**src/rtl/demultiplexer_unit_pkg.sv**
```systemverilog
// ============================================================================
//  Module   : demultiplexer_unit_pkg
//  Purpose  : Default geometry shared by the demultiplexer slice.
//  Revision : 1.0  initial release
// ============================================================================
`default_nettype none

package demultiplexer_unit_pkg;
    localparam int DEF_SEL   = 2;
    localparam int DEF_WORD  = 8;
    localparam int DEF_CNT_W = 16;
endpackage

`default_nettype wire

```
**src/rtl/demultiplexer_unit_channel.sv**
```systemverilog
// ============================================================================
//  Module   : demux_channel
//  Purpose  : One-entry output buffer for a single demultiplexer channel.
//  Revision : 1.0  initial release
// ============================================================================
`default_nettype none

module demux_channel #(
    parameter int WORD = 8
) (
    input  logic            clk,
    input  logic            rst_n,
    input  logic            load,
    input  logic            pop,
    input  logic [WORD-1:0] DATAin,
    output logic [WORD-1:0] data_buf,
    output logic            v
);

    // A pop alone only clears valid; the data stays visible on the output.
    always_ff @(posedge clk or negedge rst_n) begin
        if (!rst_n) begin
            data_buf <= '0;
            v        <= 1'b0;
        end else if (load) begin
            data_buf <= DATAin;
            v        <= 1'b1;
        end else if (pop) begin
            v        <= 1'b0;
        end
    end

endmodule

`default_nettype wire

```
**src/rtl/demultiplexer_unit.sv**
```systemverilog
// ============================================================================
//  Module   : demultiplexer_unit
//  Purpose  : Registered 1-to-2**SEL demultiplexer with valid/ready per channel.
//  Revision : 1.0  initial release
// ============================================================================
`default_nettype none

module demultiplexer_unit
    import demultiplexer_unit_pkg::*;
#(
    parameter int SEL   = DEF_SEL,
    parameter int WORD  = DEF_WORD,
    parameter int CNT_W = DEF_CNT_W
) (
    input  logic                      clk,
    input  logic                      rst_n,
    input  logic [WORD-1:0]           DATAin,
    input  logic [SEL-1:0]            Select,
    input  logic                      in_valid,
    output logic                      in_ready,
    output logic [(2**SEL)*WORD-1:0]  DATAout,
    output logic [(2**SEL)-1:0]       out_valid,
    input  logic [(2**SEL)-1:0]       out_ready,
    output logic [CNT_W-1:0]          routed_count
);

    localparam int NUM_CH = 2**SEL;

    logic [NUM_CH-1:0] load;
    logic [NUM_CH-1:0] pop;
    logic [NUM_CH-1:0] v;
    logic              accept;

    // A full channel being drained this cycle can take the next word.
    assign in_ready = ~v[Select] | out_ready[Select];
    assign accept   = in_valid & in_ready;
    assign pop      = v & out_ready;

    always_comb begin
        load         = '0;
        load[Select] = accept;
    end

    generate
        for (genvar i = 0; i < NUM_CH; i++) begin : g_ch
            demux_channel #(
                .WORD (WORD)
            ) u_ch (
                .clk      (clk),
                .rst_n    (rst_n),
                .load     (load[i]),
                .pop      (pop[i]),
                .DATAin   (DATAin),
                .data_buf (DATAout[WORD*i +: WORD]),
                .v        (v[i])
            );
        end
    endgenerate

    assign out_valid = v;

    always_ff @(posedge clk or negedge rst_n) begin
        if (!rst_n) begin
            routed_count <= '0;
        end else if (accept) begin
            routed_count <= routed_count + {{(CNT_W-1){1'b0}}, 1'b1};
        end
    end

endmodule

`default_nettype wire

```
**config.mk**
```make
export PLATFORM = sky130hd
export DESIGN_NAME = demultiplexer_unit
export DESIGN_NICKNAME = d
export VERILOG_FILES = /design/src/rtl/demultiplexer_unit_pkg.sv /design/src/rtl/demultiplexer_unit_channel.sv /design/src/rtl/demultiplexer_unit.sv
export SDC_FILE = /design/constraint.sdc
export NUM_CORES = 1
export LEC_CHECK = 0
export CORE_MARGIN = 3
export CORE_UTILIZATION = 47
export DETAILED_ROUTE_END_ITERATION = 8
export MAX_ROUTING_LAYER = met4
export PLACE_DENSITY = 0.89
export SLEW_MARGIN = 20
export SYNTH_ARGS = -nofsm -noshare
export SYNTH_HDL_FRONTEND = slang
export SYNTH_HIERARCHICAL = 1
export SYNTH_SLANG_ARGS = --single-unit
```
**constraint.sdc**
```tcl
create_clock -name clk -period 2.45 [get_ports clk]
set_input_delay 0.245 -clock clk [delete_from_list [all_inputs] [get_ports clk]]
set_output_delay 0.245 -clock clk [all_outputs]
set_load 0.02 [all_outputs]
```
==> metrics.csv <==
metric;value;unit
VDD IR max;0.4862;mV
Slew Viols, Final;0;
FILL cells;334;
Syn Nets;179;
commonest cells after routing, fill and taps aside;clkdlybuf4s50_1, dfrtp_1, mux2_4;
sw power;1.083;mW
status;finished clean;
fin crit period;2185;ps
most common cell after layout, fill and taps aside;clkdlybuf4s50_1;
GR Overflow Total;0;
max_cap viols;0;
YS warnings;6;
Highest Clock Rate;0.4576;GHz
vias per std cell;4.958;
register area share after synthesis;55.23;%
post-route ant nets;0;
Design Area, Final;3301;sq um
Core ar.;4786;sq um
Final Hold Viols;0;
Final GP Congestion;0.7802;
Clk pwr share;15.5;%
Arr. time, crit path;1940;ps
Setup-failing EPs final;0;
number of global-route vias before repair;1596;
PD cells;951.4;nW/um^2
full die area;5898;sq um
first-pass GRT wire length;8355;microns
CTS Buffer Depth;2;
DR WL/cell;16.15;microns
Setup crit end kind;primary output;
Syn Std Cell Area;2356;sq um
placed cell count;300;
Comb pwr share;43.1;%
WS Path Type;input pin to primary output;
cells taking the most area after synthesis;dfrtp_1, mux2_4, xnor2_1, nand4_1, buf_6;
Starting Density;49.23;%
Post-DP Area;3202;sq um
Overall Global Routing Usage;18.45;%
crit-path max FO;15;
# IOs;70;
Clock Sinks;52;
post-synth top area share;55.23;%
final worst-path cycle share;89.19;%
clock insertion delay at the later pin of the skew report;300;ps
Fin Clk Skew;9.266;ps
hpwl dp;3570;microns
r2r setup slk;360;ps
drt drc;0;
largest net degree at the start of global routing;53;
Max-slew headroom;62.13;%
Core Rows;25;
reg2reg path depth;5;
Final Non-Filler Cells;309;
number of synthesized flops with an enable pin;0;
Root Driver;clkbuf_8;
Synth Register Bits;52;
Int Pwr;2.057;mW
initial antenna violation count;0;
share of cells above drive strength 1;24.79;%
router iterations before antenna repair;4;
Unique masters post-synth;22;
Die W;76.80;microns
post-synth top area cell;dfrtp_1;
first-iteration detailed-routing DRC count;83;
sw frac;34.50;%
ys async rst share;100.0;%
DR vias;1532;
drt total wl;4989;microns
worst path required time;2200;ps
die height;76.80;microns
ys flop type;dfrtp_1;
Startpoint Class;input pin;
synth-to-layout area growth;40.10;%
Num CTS Buffers;5;
Synth Area per Inst;14.63;sq um
Clock Pin Slew Worst Setup and Hold Paths;100;ps
H-tree levels;2;
PortBufs;69;
Worst Hold Class;input pin to async pin;
Pleak;1.425;nW
FF/Latch Area;1301;sq um
sequential power share;41.4;%
Mapped Cells;161;
RSZ-0062 raised after global routing;false;
Ant. Diodes;0;
area occupied by multi-input gates;991.0;sq um
CTS tree;done;
Slew @ Worst Pin;560.1;ps
# nets final;259;
[synthesized netlist by cell type (2+ instances only)]
cell type / instances
a21o_2: 4
and2_1: 7
and3_1: 6
and4_1: 3
buf_6: 5
clkbuf_1: 2
dfrtp_1: 52
inv_1: 4
mux2_4: 32
nand3_1: 7
nand4_1: 10
nor3_1: 3
nor3b_1: 2
nor4bb_1: 2
xnor2_1: 15
[power groups by stage]
stage               logic, mW  registers, mW  clock network [mW]
floorplan               0.438           1.57                   0
global placement         1.34           1.31                   0
detailed placement       1.36           1.31                   0
CTS                      1.37           1.30               0.512
global route             1.42           1.34               0.541
finish                   1.35           1.30               0.487
[path summary, 6_finish.rpt]
kind / startpoint / to
max in group asynchronous: rst_n / routed_count[0]
hold reg to reg: routed_count[15] / routed_count[15]
setup / recovery: Select[0] / in_ready
hold / removal: rst_n / g_ch[0].u_ch/data_buf[3]
setup reg to reg: g_ch[1].u_ch/v / g_ch[3].u_ch/data_buf[2]
min in group clk: routed_count[15] / routed_count[15]
[final cells by class]
type	instances	area share (%)
Multi-Input combinational cell	98	30.02
Timing Repair Buffer	80	24.83
Inverter	4	0.4549
Tap cell	67	2.540
Sequential cell	52	39.42
Clock inverter	3	0.6444
Clock buffer	5	2.085
[worst max-delay path, cell delays in order]
cell             delay [ps]
clkdlybuf4s50_1         470
nor4bb_1                150
buf_4                   140
nor4_4                  310
buf_4                   260
dlygate4sd2_1           350
[state kept, by name (all words and copies together), names as in the netlist]
name and count:
g_ch.u_ch/data_buf 32, g_ch.u_ch/v 4, routed_count 16
[what timing repair did]
item,4_1_cts,5_1_grt
hold buffers,1,0
hold endpoints to repair,52,0
resized for setup,1,0
setup buffers,0,0
setup endpoints to repair,1,0
[through the flow]
step / setup slack (ps) / total power [mW] / setup TNS, ps / util, % / hold slack, ps
2_1_floorplan: 303.8 / 2.008 / 0 / - / -50.59
3_3_place_gp: 35.36 / 2.645 / 0 / 66.90 / 256.0
3_5_place_dp: -3.630 / 2.669 / -3.630 / 66.90 / 254.5
4_1_cts: 243.0 / 3.179 / 0 / 68.97 / 441.4
5_1_grt: 147.0 / 3.299 / 0 / 68.97 / 461.0
6_report: 264.8 / 3.140 / 0 / 68.97 / 448.4
[kinds of logic after synthesis]
| group | count (synthesis) | share of synthesized area, % |
|---|---|---|
| muxes | 33 | 20.87 |
| buffers and inverters | 11 | 3.345 |
| and+or+nand+nor | 45 | 12.96 |
| AOI/OAI and AO/OA | 4 | 1.487 |
| adders and majority gates | 1 | 0.5310 |
| xor gates and xnor gates | 15 | 5.576 |
| DFF | 52 | 55.23 |
[per-layer routing]
| layer | part of all wire (%) | vias up | GRT usage, % |
|---|---|---|---|
| li1 | - | 731 | - |
| met1 | 47 | 757 | 24.88 |
| met2 | 47 | 37 | 27.70 |
| met3 | 3.7 | 7 | 3.991 |
| met4 | 1.7 | 0 | 6.341 |
| met5 | 0 | - | - |
(Power assumes the default switching activity.)
